**src/rtl/inst_fetch_unit.sv**
```systemverilog
// Instruction fetch unit: owns the PC, issues word reads and hands fetched words to the IR.
// Optional macro FETCH_TIMEOUT_EN adds a bounded wait in REQ with a sticky fetch_err flag.
module inst_fetch_unit #(
    parameter int unsigned ADDR_WIDTH        = 8,
    parameter int unsigned DATA_BUS_WIDTH    = 16,
    parameter int unsigned INSTRUCTION_WIDTH = 16,
    parameter int unsigned RESET_PC          = 0,
    parameter int unsigned MEM_TIMEOUT       = 15
) (
    input  logic                         clk,
    input  logic                         rst_n,
    input  logic                         fetch_req,
    input  logic                         pc_load,
    input  logic [ADDR_WIDTH-1:0]        pc_load_val,
    output logic [ADDR_WIDTH-1:0]        mem_addr,
    output logic                         mem_rd,
    input  logic [DATA_BUS_WIDTH-1:0]    mem_data,
    input  logic                         mem_ready,
    output logic [INSTRUCTION_WIDTH-1:0] ir_data,
    output logic                         ir_en,
    output logic [ADDR_WIDTH-1:0]        pc,
    output logic                         fetch_done,
    output logic                         busy,
    output logic                         fetch_err
);

    localparam logic [1:0] ST_IDLE = 2'd0;
    localparam logic [1:0] ST_REQ  = 2'd1;
    localparam logic [1:0] ST_LOAD = 2'd2;

    localparam logic [ADDR_WIDTH-1:0] PC_RST = ADDR_WIDTH'(RESET_PC);

    logic [1:0]                   state_q, state_d;
    logic [ADDR_WIDTH-1:0]        pc_q, pc_d;
    logic                         pend_q, pend_d;
    logic [ADDR_WIDTH-1:0]        pend_tgt_q, pend_tgt_d;
    logic [INSTRUCTION_WIDTH-1:0] ir_data_q, ir_data_d;
    logic                         ir_en_q, ir_en_d;
    logic                         fetch_done_q, fetch_done_d;
    logic                         mem_rd_q, mem_rd_d;
    logic                         busy_q, busy_d;

`ifdef FETCH_TIMEOUT_EN
    localparam int unsigned WAIT_W = (MEM_TIMEOUT < 2) ? 1 : $clog2(MEM_TIMEOUT);
    localparam logic [WAIT_W-1:0] WAIT_LAST = WAIT_W'(MEM_TIMEOUT - 1);

    logic [WAIT_W-1:0] wait_q, wait_d;
    logic              fetch_err_q, fetch_err_d;
`endif

    always_comb begin
        state_d      = state_q;
        pc_d         = pc_q;
        pend_d       = pend_q;
        pend_tgt_d   = pend_tgt_q;
        ir_data_d    = ir_data_q;
        ir_en_d      = 1'b0;
        fetch_done_d = 1'b0;
`ifdef FETCH_TIMEOUT_EN
        wait_d       = wait_q;
        fetch_err_d  = fetch_err_q;
`endif
        case (state_q)
            ST_IDLE: begin
                // A fresh strobe beats a redirect left over from the LOAD cycle.
                if (pc_load) begin
                    pc_d   = pc_load_val;
                    pend_d = 1'b0;
                end else if (pend_q) begin
                    pc_d   = pend_tgt_q;
                    pend_d = 1'b0;
                end else if (fetch_req) begin
                    state_d = ST_REQ;
`ifdef FETCH_TIMEOUT_EN
                    wait_d      = '0;
                    fetch_err_d = 1'b0;
`endif
                end
            end
            ST_REQ: begin
                if (pc_load) begin
                    pend_d     = 1'b1;
                    pend_tgt_d = pc_load_val;
                end
                if (mem_ready) begin
                    state_d = ST_LOAD;
                    // Word is dropped when any redirect (including this cycle's) is pending.
                    if (!pend_d) begin
                        ir_en_d      = 1'b1;
                        fetch_done_d = 1'b1;
                        ir_data_d    = mem_data[INSTRUCTION_WIDTH-1:0];
                    end
                end
`ifdef FETCH_TIMEOUT_EN
                else if (wait_q == WAIT_LAST) begin
                    state_d     = ST_IDLE;
                    fetch_err_d = 1'b1;
                    if (pend_d) begin
                        pc_d   = pend_tgt_d;
                        pend_d = 1'b0;
                    end
                end else begin
                    wait_d = wait_q + WAIT_W'(1);
                end
`endif
            end
            ST_LOAD: begin
                state_d = ST_IDLE;
                if (pend_q) begin
                    pc_d = pend_tgt_q;
                end else begin
                    pc_d = pc_q + ADDR_WIDTH'(1);
                end
                // A strobe arriving now is carried into the next IDLE cycle.
                pend_d     = pc_load;
                pend_tgt_d = pc_load ? pc_load_val : pend_tgt_q;
            end
            default: begin
                state_d = ST_IDLE;
            end
        endcase
        mem_rd_d = (state_d == ST_REQ);
        busy_d   = (state_d != ST_IDLE);
    end

    always_ff @(posedge clk) begin
        if (!rst_n) begin
            state_q      <= ST_IDLE;
            pc_q         <= PC_RST;
            pend_q       <= 1'b0;
            pend_tgt_q   <= '0;
            ir_data_q    <= '0;
            ir_en_q      <= 1'b0;
            fetch_done_q <= 1'b0;
            mem_rd_q     <= 1'b0;
            busy_q       <= 1'b0;
        end else begin
            state_q      <= state_d;
            pc_q         <= pc_d;
            pend_q       <= pend_d;
            pend_tgt_q   <= pend_tgt_d;
            ir_data_q    <= ir_data_d;
            ir_en_q      <= ir_en_d;
            fetch_done_q <= fetch_done_d;
            mem_rd_q     <= mem_rd_d;
            busy_q       <= busy_d;
        end
    end

`ifdef FETCH_TIMEOUT_EN
    always_ff @(posedge clk) begin
        if (!rst_n) begin
            wait_q      <= '0;
            fetch_err_q <= 1'b0;
        end else begin
            wait_q      <= wait_d;
            fetch_err_q <= fetch_err_d;
        end
    end

    assign fetch_err = fetch_err_q;
`else
    assign fetch_err = 1'b0;
`endif

    assign mem_addr   = pc_q;
    assign pc         = pc_q;
    assign mem_rd     = mem_rd_q;
    assign ir_data    = ir_data_q;
    assign ir_en      = ir_en_q;
    assign fetch_done = fetch_done_q;
    assign busy       = busy_q;

endmodule

```
**config.mk**
```make
export PLATFORM = sky130hd
export DESIGN_NAME = inst_fetch_unit
export DESIGN_NICKNAME = d
export VERILOG_FILES = /design/src/rtl/inst_fetch_unit.sv
export SDC_FILE = /design/constraint.sdc
export NUM_CORES = 1
export LEC_CHECK = 0
export ABC_AREA = 1
export CELL_PAD_IN_SITES_DETAIL_PLACEMENT = 1
export CELL_PAD_IN_SITES_GLOBAL_PLACEMENT = 2
export CORE_UTILIZATION = 21
export DETAILED_ROUTE_END_ITERATION = 10
export PLACE_DENSITY_LB_ADDON = 0.3
export SYNTH_ARGS = -nofsm -noshare
export SYNTH_HDL_FRONTEND = slang
export SYNTH_SLANG_ARGS = --single-unit
```
**constraint.sdc**
```tcl
create_clock -name clk -period 1.2 [get_ports clk]
set_input_delay 0.18 -clock clk [delete_from_list [all_inputs] [get_ports clk]]
set_output_delay 0.18 -clock clk [all_outputs]
set_load 0.05 [all_outputs]
```
==> impl_metrics.json, run 1 <==
{
  "core_region_area_sq_um": 8680,
  "start_util": 0.215,
  "ff2ff_path_depth": 7,
  "finish.utilization": 0.412,
  "setup_repair_after_global_routing_missed_its_margin": "yes",
  "max_stage_delay_ns": 0.35,
  "critical_path.max_fanout": 5,
  "io_buffer_count": 64,
  "clock_slew_seen_by_the_registers_of_the_worst_setup_and_hold_paths_ns": 0.09,
  "cts_tree": "built",
  "htree_levels": 2,
  "hp-class": "in -> reg",
  "root_buffer": "sky130_fd_sc_hd__clkbuf_8",
  "worst_setup_path_start_kind": "register",
  "timing.critical_path.arrival_ns": 1.46,
  "number_of_cells_on_the_worst_hold_path": 3,
  "cts_hold_buffers": 0,
  "top_level_ports": 66,
  "p_total_uw": 4050,
  "layout.cells.most_common_list": "sky130_fd_sc_hd__nor2_1, sky130_fd_sc_hd__buf_12, sky130_fd_sc_hd__o21ai_1, sky130_fd_sc_hd__buf_4, sky130_fd_sc_hd__dfxtp_1",
  "dr_total_vias": 2065,
  "clock_insertion_delay_worst_skew_ns": 0.30,
  "ys_ff_latch": 38,
  "fp.dieH_um": 96.3,
  "number_of_global_route_vias_before_repair": 2032,
  "filler_cell_count_in_the_final_layout": 1025,
  "tritoncts.num_buffers": 5,
  "violations": "negative setup slack",
  "diodes": 0,
  "wirelength_mm": 6.26,
  "most_common_cell_after_layout_fill_and_taps_aside": "sky130_fd_sc_hd__nor2_1",
  "fin_ws_ns": -0.0684,
  "required_ns": 1.39,
  "grt_antenna_before_repair": 0,
  "synthToLayoutAreaGrowth_pct": 91.4,
  "grt_max_degree": 17,
  "fp.dieW_um": 96.3,
  "worstSetupPathDepth": 7,
  "critical_path.endpoint_type": "register",
  "post_synthesis_cell_area_sq_um": 1870,
  "synth_warnings": 0,
  "drt_iter0_markers": 49,
  "grt_usage": 0.143,
  "drcViolationCount": 0,
  "final_antenna_net_count": 0,
  "min_period_ns": 1.27,
  "drt_pre_antenna_iters": 4,
  "fin_nets": 396,
  "post_route_clock_period_utilization": 1.06,
  "dp_hpwl_mm": 4.47,
  "clock_tree.buffer_depth": 2,
  "num_rows": 34,
  "final-hold-violation-count": 0,
  "worst_margin_slew_ns": 0.532,
  "total_setup_violations_reported_at_the_end_of_the_flow": 27,
  "post_synth.cell_area_avg_sq_um": 6.97,
  "critical_setup_path_kind": "reg -> reg",
  "multi_input_combinational_cell_area_sq_um": 1080,
  "leakage_uw": 0.00147,
  "crit_chain": "inv_4 -> ha_4 -> clkinv_4 -> o21ai_4 -> o21ai_1 -> a21oi_1 -> nor2_1",
  "synthCells": 268,
  "maxSlewViolCount": 0,
  "ys_seq_area_frac": 0.407,
  "worst_ir_drop_vdd_mv": 0.496,
  "syn-num-nets": 302,
  "ys_types": 27,
  "clock-skew-final_ns": 0.0108,
  "outcome": "finished with violations",
  "crit_buf_inv": 2,
  "cpLargestDelayFamily": "compound AO/OA/AOI/OAI gates",
  "final_layout_size_suffix_gt1_frac": 0.386,
  "clock-sinks": 38,
  "grt_first_pass_wirelength_mm": 9.97,
  "gp_congestion": 0.788,
  "grt_overflow": 0,
  "die_area_sq_um": 9280,
  "cap_viol_max_count": 0,
  "viasPerCell": 4.38,
  "final-seq-area_sq_um": 785,
  "power.density_nw_per_um2": 1130,
  "fmax_ghz": 0.788,
  "route.detailed.wl_per_inst_um": 13.3,
  "cpMaxStageDelayCell": "sky130_fd_sc_hd__dfxtp_2",
  "slew_headroom": 0.645
}
[Yosys cell counts]
library cell | n | area (sq um)
sky130_fd_sc_hd__inv_2 | 3 | 11.3
sky130_fd_sc_hd__nor2_1 | 72 | 270
sky130_fd_sc_hd__nand3_1 | 10 | 50.1
sky130_fd_sc_hd__clkbuf_1 | 1 | 3.75
sky130_fd_sc_hd__ha_1 | 5 | 62.6
sky130_fd_sc_hd__o21ai_0 | 43 | 215
sky130_fd_sc_hd__conb_1 | 1 | 3.75
sky130_fd_sc_hd__inv_4 | 1 | 6.26
sky130_fd_sc_hd__dfxtp_1 | 38 | 761
sky130_fd_sc_hd__nand3_4 | 1 | 17.5
sky130_fd_sc_hd__a21oi_1 | 16 | 80.1
sky130_fd_sc_hd__nand2_2 | 1 | 6.26
sky130_fd_sc_hd__o21ai_1 | 3 | 15.0
sky130_fd_sc_hd__nand4_1 | 1 | 6.26
sky130_fd_sc_hd__o21ai_4 | 1 | 16.3
sky130_fd_sc_hd__nand2_1 | 30 | 113
sky130_fd_sc_hd__a211oi_1 | 1 | 7.51
sky130_fd_sc_hd__nor2_4 | 1 | 11.3
sky130_fd_sc_hd__o31ai_1 | 1 | 7.51
sky130_fd_sc_hd__buf_6 | 1 | 11.3
sky130_fd_sc_hd__o22ai_1 | 1 | 6.26
sky130_fd_sc_hd__buf_2 | 1 | 5.00
sky130_fd_sc_hd__buf_4 | 12 | 90.1
sky130_fd_sc_hd__inv_1 | 19 | 71.3
sky130_fd_sc_hd__buf_1 | 2 | 7.51
sky130_fd_sc_hd__a21oi_2 | 1 | 8.76
sky130_fd_sc_hd__clkbuf_2 | 1 | 5.00
[metrics by stage]
stage	worst slack [ns]	std cells	hold slack, ns	area (sq um)	setup TNS, ns
finish	-0.0684	471	0.480	3580	-0.918
global route	-0.144	471	0.491	3580	-2.79
CTS	-0.0731	464	0.487	3420	-0.919
detailed placement	-0.392	449	0.475	3140	-11.76
global placement	-0.341	449	0.464	3140	-10.42
floorplan	-0.0352	268	0.318	1920	-0.336
[cell families after synthesis]
| group | count (synthesis) | synth area share |
|---|---|---|
| AO/OA/AOI/OAI | 67 | 0.191 |
| adder cells (fa/ha/maj) | 5 | 0.0335 |
| buffers and inverters | 41 | 0.113 |
| flip-flops | 38 | 0.407 |
| other | 1 | 0.00201 |
| AND/OR/NAND/NOR | 116 | 0.254 |
[registers in the layout (all words and copies together), names as in the netlist]
signal      count
pend_q          1
fetch_done      1
state_q         2
busy            1
mem_rd          1
pend_tgt_q      8
ir_data        16
mem_addr        8
[cell type report]
| cell class | count | share of cell area |
|---|---|---|
| clock buffers | 7 | 0.0332 |
| clock inverters | 1 | 0.00245 |
| inverters | 23 | 0.0336 |
| multi-input cells | 192 | 0.301 |
| flip-flops and latches | 38 | 0.219 |
| well taps | 108 | 0.0378 |
| repair buffers | 101 | 0.371 |
| repair inverters | 1 | 0.00140 |
[metal layers]
| layer | GRT usage | share of wire |
|---|---|---|
| met1 | 0.178 | 0.45 |
| met5 | 0 | 0 |
| met2 | 0.243 | 0.51 |
| met4 | 0.0515 | 0.011 |
| met3 | 0.0284 | 0.030 |
[where the power goes]
part	switching [uW]	internal [uW]	leakage (uW)
Sequential	87.8	1350	0.000315
Clock	507	666	0.0000647
Combinational	751	693	0.00109
[final timing paths]
check | startpoint | endpoint | slack (ns)
worst min register to register | pend_tgt_q[1]$_SDFFE_PN0P_ | pend_tgt_q[1]$_SDFFE_PN0P_ | 0.50
worst min-delay path | mem_data[14] | ir_data[14]$_SDFFE_PN0P_ | 0.48
worst max register to register | state_q[0]$_SDFF_PN0_ | mem_addr[2]$_SDFFE_PN0P_ | -0.07
worst max-delay path | state_q[0]$_SDFF_PN0_ | mem_addr[2]$_SDFFE_PN0P_ | -0.07
[what timing repair did]
| item | in CTS | in global routing |
|---|---|---|
| resized for setup | 30 | 57 |
| setup buffers | 5 | 5 |
| cloned | 2 | 2 |
| endpoints found under the setup margin | 34 | 38 |
| pin swaps | 15 | 20 |
[tightest hold or removal path, stage by stage]
cell and delay [ns]:
sky130_fd_sc_hd__clkdlybuf4s50_1 0.40, sky130_fd_sc_hd__o21ai_1 0.13, sky130_fd_sc_hd__nor2_1 0.04
Note: power is estimated with default switching activity, not from simulation.
==> run 2: changes to the inputs <==
--- a/config.mk
+++ b/config.mk
@@ -10,7 +10,8 @@
 export CELL_PAD_IN_SITES_GLOBAL_PLACEMENT = 2
 export CORE_UTILIZATION = 21
 export DETAILED_ROUTE_END_ITERATION = 10
-export PLACE_DENSITY_LB_ADDON = 0.3
+export HOLD_SLACK_MARGIN = 0.02
+export PLACE_DENSITY = 0.82
 export SYNTH_ARGS = -nofsm -noshare
 export SYNTH_HDL_FRONTEND = slang
 export SYNTH_SLANG_ARGS = --single-unit
==> run 2 against run 1 <==
- the flow still finishes with violations (negative setup slack)
- first-iteration DRC count rose by 2.0%
- routed wire length rose by 6.0%
- flip-flop and latch count did not move
- core utilization fell by 0.30 points
==> impl_metrics.json, run 2 (synthesized netlist as in run 1, its figures left out) <==
{
  "fin_ws_ns": -0.147,
  "drt_iter0_markers": 50,
  "synthToLayoutAreaGrowth_pct": 90.0,
  "grt_max_degree": 19,
  "fp.dieH_um": 96.3,
  "clock_insertion_delay_worst_skew_ns": 0.29,
  "power.density_nw_per_um2": 1080,
  "ff2ff_path_depth": 9,
  "clock-skew-final_ns": 0.00340,
  "switching_share": 0.348,
  "cap_viol_max_count": 0,
  "dp_hpwl_mm": 4.63,
  "largest_register_ffs": 16,
  "gp_congestion": 0.749,
  "number_of_global_route_vias_before_repair": 2131,
  "timing.critical_path.arrival_ns": 1.56,
  "min_period_ns": 1.35,
  "fmax_ghz": 0.742,
  "critical_setup_path_kind": "reg -> reg",
  "clock_tree.buffer_depth": 2,
  "viasPerCell": 4.41,
  "hp-class": "in -> reg",
  "grt_overflow": 0,
  "io_buffer_count": 64,
  "maxSlewViolCount": 0,
  "dpl-instance-area_sq_um": 3150,
  "final_antenna_net_count": 0,
  "drt_pre_antenna_iters": 4,
  "required_ns": 1.42,
  "total_setup_violations_reported_at_the_end_of_the_flow": 27,
  "grt_antenna_before_repair": 0,
  "grt_usage": 0.144,
  "tritoncts.num_buffers": 5,
  "cts_hold_buffers": 0,
  "layout.cells.most_common_list": "sky130_fd_sc_hd__nor2_1, sky130_fd_sc_hd__buf_12, sky130_fd_sc_hd__buf_4",
  "num_rows": 34,
  "finish.utilization": 0.409,
  "net_switching_component_of_the_power_uw": 1330,
  "fp.dieW_um": 96.3,
  "leakage_uw": 0.00148,
  "dr_total_vias": 2081,
  "layout.cell_area.non_filler_sq_um": 3550,
  "worst_setup_path_start_kind": "register",
  "internal-power_uw": 2500,
  "top_level_ports": 66,
  "number_of_cells_on_the_worst_hold_path": 4,
  "start_util": 0.215,
  "final-hold-violation-count": 0,
  "critical_path.max_fanout": 7,
  "post_route_clock_period_utilization": 1.12,
  "slew_headroom": 0.662,
  "die_area_sq_um": 9280,
  "root_buffer": "sky130_fd_sc_hd__clkbuf_8",
  "worst_margin_slew_ns": 0.506,
  "filler_cell_count_in_the_final_layout": 1032,
  "drcViolationCount": 0,
  "route.detailed.wl_per_inst_um": 14.0,
  "wirelength_mm": 6.63,
  "critical_path.endpoint_type": "register",
  "fin_nets": 397,
  "htree_levels": 2,
  "clock_slew_seen_by_the_registers_of_the_worst_setup_and_hold_paths_ns": 0.08,
  "comb_power_share": 0.377,
  "power.share.clock": 0.247,
  "diodes": 0,
  "cts_tree": "built",
  "sequential_share_of_power": 0.376,
  "most_common_cell_after_layout_fill_and_taps_aside": "sky130_fd_sc_hd__nor2_1",
  "worst_ir_drop_vdd_mv": 0.480,
  "core_region_area_sq_um": 8680,
  "grt_first_pass_wirelength_mm": 10.1,
  "final.setup.tns_ns": -1.12,
  "clock-sinks": 38,
  "setup_repair_after_global_routing_missed_its_margin": "yes",
  "final_layout_size_suffix_gt1_frac": 0.376,
  "outcome": "finished with violations",
  "violations": "negative setup slack"
}
## run 2: cell types whose count changed in the layout (fill, tap and decap cells not counted), moves of 4 or more
cell | previous run | this run
sky130_fd_sc_hd__nor2_1 | 61 | 70
sky130_fd_sc_hd__nor2_2 | 11 | 2
sky130_fd_sc_hd__o21ai_1 | 29 | 21
sky130_fd_sc_hd__nand2_1 | 25 | 20
sky130_fd_sc_hd__o21ai_0 | 15 | 19
## run 2: metrics by stage
step / setup slack (ns) / cells / hold slack, ns / power (uW)
after floorplan: -0.0352 / 268 / 0.318 / 2110
after global placement: -0.350 / 450 / 0.454 / 2730
after detailed placement: -0.402 / 450 / 0.465 / 2750
after CTS: -0.0721 / 467 / 0.463 / 3790
after global routing: -0.206 / 472 / 0.484 / 4020
final: -0.147 / 472 / 0.453 / 3830
## run 2: metal layers
| metal | vias to the layer above | global-route usage | share of wire |
|---|---|---|---|
| li1 | 1049 | - | - |
| met1 | 984 | 0.172 | 0.43 |
| met2 | 41 | 0.258 | 0.53 |
| met3 | 7 | 0.0213 | 0.024 |
| met4 | 0 | 0.0588 | 0.020 |
| met5 | - | 0 | 0 |
## run 2: final cells by class
cell class | instances | area [sq um] | area share
Clock buffer | 6 | 82.6 | 0.0233
Timing Repair inverter | 1 | 8.76 | 0.00247
Multi-Input combinational cell | 192 | 1090 | 0.307
Tap cell | 108 | 135 | 0.0381
Sequential cell | 38 | 787 | 0.222
Clock inverter | 2 | 12.5 | 0.00352
Timing Repair Buffer | 102 | 1320 | 0.372
Inverter | 23 | 111 | 0.0314
## run 2: worst max-delay path: stages, from the launching register on
cell	delay, ns
sky130_fd_sc_hd__dfxtp_2	0.35
sky130_fd_sc_hd__inv_4	0.05
sky130_fd_sc_hd__ha_4	0.17
sky130_fd_sc_hd__inv_6	0.07
sky130_fd_sc_hd__buf_12	0.12
sky130_fd_sc_hd__buf_8	0.11
sky130_fd_sc_hd__o21ai_2	0.05
sky130_fd_sc_hd__nor2_1	0.12
sky130_fd_sc_hd__nor2_1	0.06
sky130_fd_sc_hd__a21oi_1	0.17
## run 2: what timing repair did
item	in CTS	in global routing
setup buffers	5	5
endpoints found under the setup margin	35	38
pin swaps	12	23
gates cloned	4	0
gates resized for setup	33	51
## run 2: power by group through the flow
stage	Sequential (uW)	Clock [uW]	Combinational (uW)
after detailed placement	1470	0	1290
after global placement	1460	0	1270
final	1440	947	1450
after floorplan	1640	0	467
after CTS	1440	975	1370
after global routing	1450	1020	1540
## run 2: final timing paths
path	slack, ns	startpoint	end
worst max-delay path	-0.15	state_q[0]$_SDFF_PN0_	mem_addr[6]$_SDFFE_PN0P_
worst min-delay path	0.45	mem_ready	mem_rd$_SDFF_PN0_
worst max register to register	-0.15	state_q[0]$_SDFF_PN0_	mem_addr[6]$_SDFFE_PN0P_
worst min register to register	0.48	pend_tgt_q[0]$_SDFFE_PN0P_	pend_tgt_q[0]$_SDFFE_PN0P_
